<file path="src/rtl/mips_pkg.sv">
// Shared MIPS definitions: opcode constants, fetch state encoding and reset vector.
// Also holds the branch-offset helper used by the next-PC logic.
package mips_pkg;

    localparam logic [5:0] RTYPE = 6'h00;
    localparam logic [5:0] LW    = 6'h23;
    localparam logic [5:0] SW    = 6'h2B;
    localparam logic [5:0] BEQ   = 6'h04;
    localparam logic [5:0] ADDI  = 6'h08;
    localparam logic [5:0] J     = 6'h02;

    localparam logic [31:0] RESET_PC_DEFAULT = 32'h0000_0000;

    typedef enum logic [1:0] {
        S_FETCH = 2'b00,
        S_EXEC  = 2'b01,
        S_ERR   = 2'b10
    } fetch_state_t;

    // Word offset of a branch: sign-extend the 16-bit immediate and scale to bytes.
    function automatic logic [31:0] branch_offset(input logic [15:0] imm);
        return {{14{imm[15]}}, imm, 2'b00};
    endfunction

endpackage

</file>
<file path="src/rtl/instr_fetch_if.sv">
// Instruction-memory read channel between the fetch unit (master) and memory (slave).
interface instr_fetch_if;
    logic        imem_req;
    logic [31:0] imem_addr;
    logic [31:0] imem_rdata;
    logic        imem_ready;

    modport master (
        output imem_req,
        output imem_addr,
        input  imem_rdata,
        input  imem_ready
    );

    modport slave (
        input  imem_req,
        input  imem_addr,
        output imem_rdata,
        output imem_ready
    );
endinterface

</file>
<file path="src/rtl/pc_next_logic.sv">
// Combinational next-PC selection: jump beats branch, branch beats sequential.
module pc_next_logic
    import mips_pkg::*;
(
    input  logic [31:0] pc,
    input  logic [31:0] instr,
    input  logic        pcsrc,
    input  logic        jump,
    output logic [31:0] pcplus4,
    output logic [31:0] pcnext
);

    logic [31:0] branch_s;
    logic [31:0] jtarget_s;
    logic [5:0]  unused_op_s;

    assign unused_op_s = instr[31:26];

    // Candidate targets and priority select; all sums wrap modulo 2^32.
    always_comb begin
        pcplus4   = pc + 32'd4;
        branch_s  = pcplus4 + branch_offset(instr[15:0]);
        jtarget_s = {pcplus4[31:28], instr[25:0], 2'b00};
        if (jump) begin
            pcnext = jtarget_s;
        end else if (pcsrc) begin
            pcnext = branch_s;
        end else begin
            pcnext = pcplus4;
        end
    end

endmodule

</file>
<file path="src/rtl/instr_fetch.sv">
// Instruction fetch unit: fetches one word per instruction, holds it in IR until the
// downstream asserts advance, then steps the PC. A memory that never answers parks it in ERR.
module instr_fetch
    import mips_pkg::*;
#(
    parameter logic [31:0] RESET_PC = RESET_PC_DEFAULT,
    parameter int          TIMEOUT  = 16
) (
    input  logic               clk,
    input  logic               reset,
    instr_fetch_if.master      imem,
    output logic [31:0]        instr,
    output logic [5:0]         op,
    output logic [5:0]         funct,
    output logic               instr_valid,
    input  logic               advance,
    input  logic               pcsrc,
    input  logic               jump,
    output logic [31:0]        pc,
    output logic [31:0]        pcplus4,
    output logic [31:0]        retired,
    output logic               fetch_err
);

    localparam int WW = (TIMEOUT > 2) ? $clog2(TIMEOUT) : 1;
    localparam logic [WW-1:0] WAIT_LAST = WW'(TIMEOUT - 1);

    fetch_state_t  state_r, state_s;
    logic          req_r, req_s;
    logic          valid_r, valid_s;
    logic          err_r, err_s;
    logic [WW-1:0] wait_r, wait_s;
    logic          load_ir_s, retire_s;
    logic [31:0]   ir_r, pc_r, retired_r, pcnext_s;

    pc_next_logic u_pc_next (
        .pc      (pc_r),
        .instr   (ir_r),
        .pcsrc   (pcsrc),
        .jump    (jump),
        .pcplus4 (pcplus4),
        .pcnext  (pcnext_s)
    );

    // State register with its registered handshake outputs and wait counter.
    always_ff @(posedge clk or posedge reset) begin
        if (reset) begin
            state_r <= S_FETCH;
            req_r   <= 1'b0;
            valid_r <= 1'b0;
            err_r   <= 1'b0;
            wait_r  <= '0;
        end else begin
            state_r <= state_s;
            req_r   <= req_s;
            valid_r <= valid_s;
            err_r   <= err_s;
            wait_r  <= wait_s;
        end
    end

    // Next state; ready only counts once the request is actually on the bus.
    always_comb begin
        state_s   = state_r;
        wait_s    = wait_r;
        err_s     = err_r;
        load_ir_s = 1'b0;
        retire_s  = 1'b0;
        case (state_r)
            S_FETCH: begin
                if (!req_r) begin
                    state_s = S_FETCH;
                end else if (imem.imem_ready) begin
                    load_ir_s = 1'b1;
                    wait_s    = '0;
                    state_s   = S_EXEC;
                end else if (wait_r == WAIT_LAST) begin
                    err_s   = 1'b1;
                    state_s = S_ERR;
                end else begin
                    wait_s = wait_r + WW'(1);
                end
            end
            S_EXEC: begin
                if (advance) begin
                    retire_s = 1'b1;
                    state_s  = S_FETCH;
                end else begin
                    state_s = S_EXEC;
                end
            end
            S_ERR: begin
                state_s = S_ERR;
            end
            default: begin
                err_s   = 1'b1;
                state_s = S_ERR;
            end
        endcase
    end

    // Output decode of the upcoming state, registered alongside it.
    always_comb begin
        req_s   = 1'b0;
        valid_s = 1'b0;
        if (state_s == S_FETCH) begin
            req_s = 1'b1;
        end else if (state_s == S_EXEC) begin
            valid_s = 1'b1;
        end else begin
            req_s   = 1'b0;
            valid_s = 1'b0;
        end
    end

    // Datapath registers: IR, PC and retired-instruction counter.
    always_ff @(posedge clk or posedge reset) begin
        if (reset) begin
            ir_r      <= 32'h0000_0000;
            pc_r      <= {RESET_PC[31:2], 2'b00};
            retired_r <= 32'h0000_0000;
        end else begin
            if (load_ir_s) begin
                ir_r <= imem.imem_rdata;
            end
            if (retire_s) begin
                pc_r      <= {pcnext_s[31:2], 2'b00};
                retired_r <= retired_r + 32'd1;
            end
        end
    end

    assign imem.imem_req  = req_r;
    assign imem.imem_addr = pc_r;
    assign instr          = ir_r;
    assign op             = ir_r[31:26];
    assign funct          = ir_r[5:0];
    assign instr_valid    = valid_r;
    assign pc             = pc_r;
    assign retired        = retired_r;
    assign fetch_err      = err_r;

endmodule

</file>
<file path="src/flat_wrapper.sv">
// flat-port wrapper written by rule: the top's interface ports become plain ports
module instr_fetch_flat import mips_pkg::*;
#(
    parameter logic [31:0] RESET_PC = RESET_PC_DEFAULT,
    parameter int          TIMEOUT  = 16
)
  (clk, reset, instr, op, funct, instr_valid, advance, pcsrc, jump, pc, pcplus4, retired, fetch_err, imem_imem_req, imem_imem_addr, imem_imem_rdata, imem_imem_ready);
  instr_fetch_if imem_i ();
  input  logic clk;
  input  logic reset;
  output logic [31:0] instr;
  output logic [5:0] op;
  output logic [5:0] funct;
  output logic instr_valid;
  input  logic advance;
  input  logic pcsrc;
  input  logic jump;
  output logic [31:0] pc;
  output logic [31:0] pcplus4;
  output logic [31:0] retired;
  output logic fetch_err;
  output wire logic [$bits(imem_i.imem_req)-1:0] imem_imem_req;
  output wire logic [$bits(imem_i.imem_addr)-1:0] imem_imem_addr;
  input wire logic [$bits(imem_i.imem_rdata)-1:0] imem_imem_rdata;
  input wire logic [$bits(imem_i.imem_ready)-1:0] imem_imem_ready;
  assign imem_imem_req = imem_i.imem_req;
  assign imem_imem_addr = imem_i.imem_addr;
  assign imem_i.imem_rdata = imem_imem_rdata;
  assign imem_i.imem_ready = imem_imem_ready;
  instr_fetch #(.RESET_PC(RESET_PC), .TIMEOUT(TIMEOUT)) u_core (.clk(clk), .reset(reset), .imem(imem_i), .instr(instr), .op(op), .funct(funct), .instr_valid(instr_valid), .advance(advance), .pcsrc(pcsrc), .jump(jump), .pc(pc), .pcplus4(pcplus4), .retired(retired), .fetch_err(fetch_err));
endmodule
</file>
<file path="config.mk">
export PLATFORM = sky130hd
export DESIGN_NAME = instr_fetch_flat
export DESIGN_NICKNAME = d
export VERILOG_FILES = /design/src/rtl/mips_pkg.sv /design/src/rtl/instr_fetch_if.sv /design/src/rtl/pc_next_logic.sv /design/src/rtl/instr_fetch.sv /design/src/flat_wrapper.sv
export SDC_FILE = /design/constraint.sdc
export NUM_CORES = 1
export LEC_CHECK = 0
export CAP_MARGIN = 20
export CORE_ASPECT_RATIO = 0.9
export CORE_MARGIN = 4
export CORE_UTILIZATION = 44
export DETAILED_ROUTE_END_ITERATION = 6
export MAX_ROUTING_LAYER = met4
export PLACE_DENSITY = 0.79
export REMOVE_ABC_BUFFERS = 1
export SYNTH_ARGS = -nofsm -noshare
export SYNTH_HDL_FRONTEND = slang
export SYNTH_HIERARCHICAL = 1
export SYNTH_SLANG_ARGS = --single-unit
</file>
<file path="constraint.sdc">
create_clock -name clk -period 3.3 [get_ports clk]
set_input_delay 0.33 -clock clk [delete_from_list [all_inputs] [get_ports clk]]
set_output_delay 0.33 -clock clk [all_outputs]
set_load 0.02 [all_outputs]
</file>
==> flow_metrics.env <==
export IMPL_status="complete, but fails checks"
export IMPL_violations="setup timing"
export IMPL_cp_buffers_inverters=1
export IMPL_cts_buffer_depth=2
export IMPL_max_stage_delay_ns=0.42
export IMPL_initial_utilization_pct=45.6
export IMPL_cp_top_family="simple AND/OR/NAND/NOR gates"
export IMPL_max_freq_ghz=0.268
export IMPL_setup_violations=18
export IMPL_power_leakage_nw=5.74
export IMPL_grt_max_degree=48
export IMPL_die_h_microns=132
export IMPL_min_period_over_period_pct=113
export IMPL_layout_setup_ws_ns=-0.434
export IMPL_hp_class="input port to async pin"
export IMPL_critPathCaptureType="flip-flop"
export IMPL_syn_to_final_growth_pct=57.9
export IMPL_root_buffer="clkbuf_16"
export IMPL_hold_slack_ns=0.343
export IMPL_critPathLaunchType="flip-flop"
export IMPL_worstPathCellList="and4_4 > nand3_4 > or3_4 > buf_4 > xnor2_2 > ha_1 > a21oi_2 > o21ai_2 > nor2b_4 > a2111oi_4 > o31ai_4 > a21o_1 > or4_1 > o2111a_1 > mux2_2"
export IMPL_slowest_stage="or3_4"
export IMPL_gp_congestion=0.916
export IMPL_fin_nets=1178
export IMPL_place_ws_ns=-0.418
export IMPL_synth_area_sq_um=7480
export IMPL_crit_type="flip-flop to flip-flop"
export IMPL_wl_per_cell_microns=19.3
export IMPL_io_pins=213
export IMPL_drc=0
export IMPL_fin_worst_skew_ns=0.0142
export IMPL_grt_pass1_vias=7180
export IMPL_ant_nets=0
export IMPL_arrival_ns=3.99
export IMPL_hold_violations=0
export IMPL_fin_tns_setup_ns=-4.24
export IMPL_numCtsBuffers=9
export IMPL_ys_warn_count=6
export IMPL_core_area_sq_um=16400
export IMPL_grt_pass1_wl_microns=37700
export IMPL_final_max_slew_viol_count=0
export IMPL_rows=44
export IMPL_clk_latency_ns=0.36
export IMPL_cp_required_ns=3.55
export IMPL_dpl_hpwl_microns=17700
export IMPL_fin_crit_ns=3.73
export IMPL_clk_pin_slew_worst_paths_ns=0.08
export IMPL_fin_area_sq_um=11800
export IMPL_peakVddDrop_mv=0.269
export IMPL_die_area_sq_um=19200
export IMPL_cp_max_fo=4
export IMPL_synth_area_per_cell_sq_um=9.62
export IMPL_die_w_microns=145
export IMPL_dpl_instance_area_sq_um=10500
export IMPL_cts_sinks=103
export IMPL_cts_tree="built"
export IMPL_num_vias=7301
export IMPL_relSlewSlack_pct=53.0
export IMPL_wl_microns=25200
export IMPL_power_w=0.00259
export IMPL_antenna_cells=0
export IMPL_antenna_found_initial=0
export IMPL_hold_buffers=0
export IMPL_final_layout_size_suffix_gt1_share_pct=35.4
export IMPL_power_density_nw_per_um2=219
export IMPL_track_usage_pct=24.6
export IMPL_h_tree_depth=3
export IMPL_max_cap_violations=0
export IMPL_fillCellCount=1155
export IMPL_max_slew_worst_pin_slew_ns=0.703
export IMPL_grt_overflow=0
export IMPL_port_buffer_count=206
export IMPL_syn_instance_count=778
export IMPL_drt_pre_antenna_iters=5
export IMPL_via_per_inst=5.57
export IMPL_rsz0062_at_grt="true"
export IMPL_drtIter0Drc=476
==> per-layer routing <==
layer  global-route usage, %  vias to the layer above  wire length, microns
met5                       -                        -                     0
met3                    4.26                       61                  1370
li1                        -                     3374                     -
met2                    40.6                      285                 12800
met4                    7.07                        0                   575
met1                    31.2                     3581                 10500
==> worst paths after layout <==
path,startpoint,to,slack [ns],depth (start not counted)
worst max-delay path,u_core/imem.imem_addr[9],u_core/imem.imem_addr[26],-0.43,15
worst min-delay path,reset,u_core/state_r[1],0.34,2
worst max register to register,u_core/imem.imem_addr[9],u_core/imem.imem_addr[26],-0.43,15
worst min register to register,u_core/retired[28],u_core/retired[28],0.49,1
max in group asynchronous,reset,u_core/imem.imem_addr[19],2.20,3
min in group clk,u_core/retired[28],u_core/retired[28],0.49,1
==> stage by stage <==
stage | util [%] | cells
detailed placement | 63.9 | 1270
CTS | 67.5 | 1297
global route | 72.0 | 1311
global placement | 63.9 | 1270
finish | 72.0 | 1311
floorplan | - | 707
==> layout by cell type, fill, tap and decap left out, drive strengths merged, types with 4 or more instances in the layout <==
cell / n
o22ai: 5
inv: 19
nand3: 28
mux2: 67
nand4: 27
nor2b: 6
a21oi: 47
or3: 4
mux2i: 4
clkbuf: 9
xnor2: 42
xor2: 38
nand2b: 4
nor3: 15
buf: 175
dlymetal6s2s: 5
and3: 16
a211oi: 6
conb: 6
nor4: 5
a31oi: 8
and4: 8
o21ai: 26
a21o: 17
clkdlybuf4s50: 200
dfrtp: 103
o211ai: 6
nor2: 52
and2: 5
nand2: 66
o21bai: 6
ha: 40
==> flip-flops by register name (all words and copies together) (netlist names) <==
register,cells
u_core/fetch_err,1
u_core/imem.imem_addr,30
u_core/imem.imem_req,1
u_core/instr,32
u_core/instr_valid,1
u_core/retired,32
u_core/state_r,2
u_core/wait_r,4
==> repair_timing <==
item                                   4_1_cts  5_1_grt
gates resized for setup                     40      112
endpoints found under the hold margin        0        0
buffers inserted                            11       19
setup endpoints to repair                   20       24
pin swaps                                   23       82
==> layout make-up <==
cell class	count	area (sq um)	share of cell area, %
Inverter	16	62.6	0.529
Multi-Input combinational cell	588	5160	43.6
Tap cell	207	259	2.19
Timing Repair Buffer	381	3440	29.1
Clock buffer	9	225	1.91
Sequential cell	103	2580	21.8
Clock inverter	7	100	0.847
==> power breakdown <==
part	internal (W)	switching [W]
Clock	0.000615	0.000556
Sequential	0.00126	0.000000712
Combinational	0.0000697	0.0000904
No activity file was read; power rests on OpenSTA's default activity.
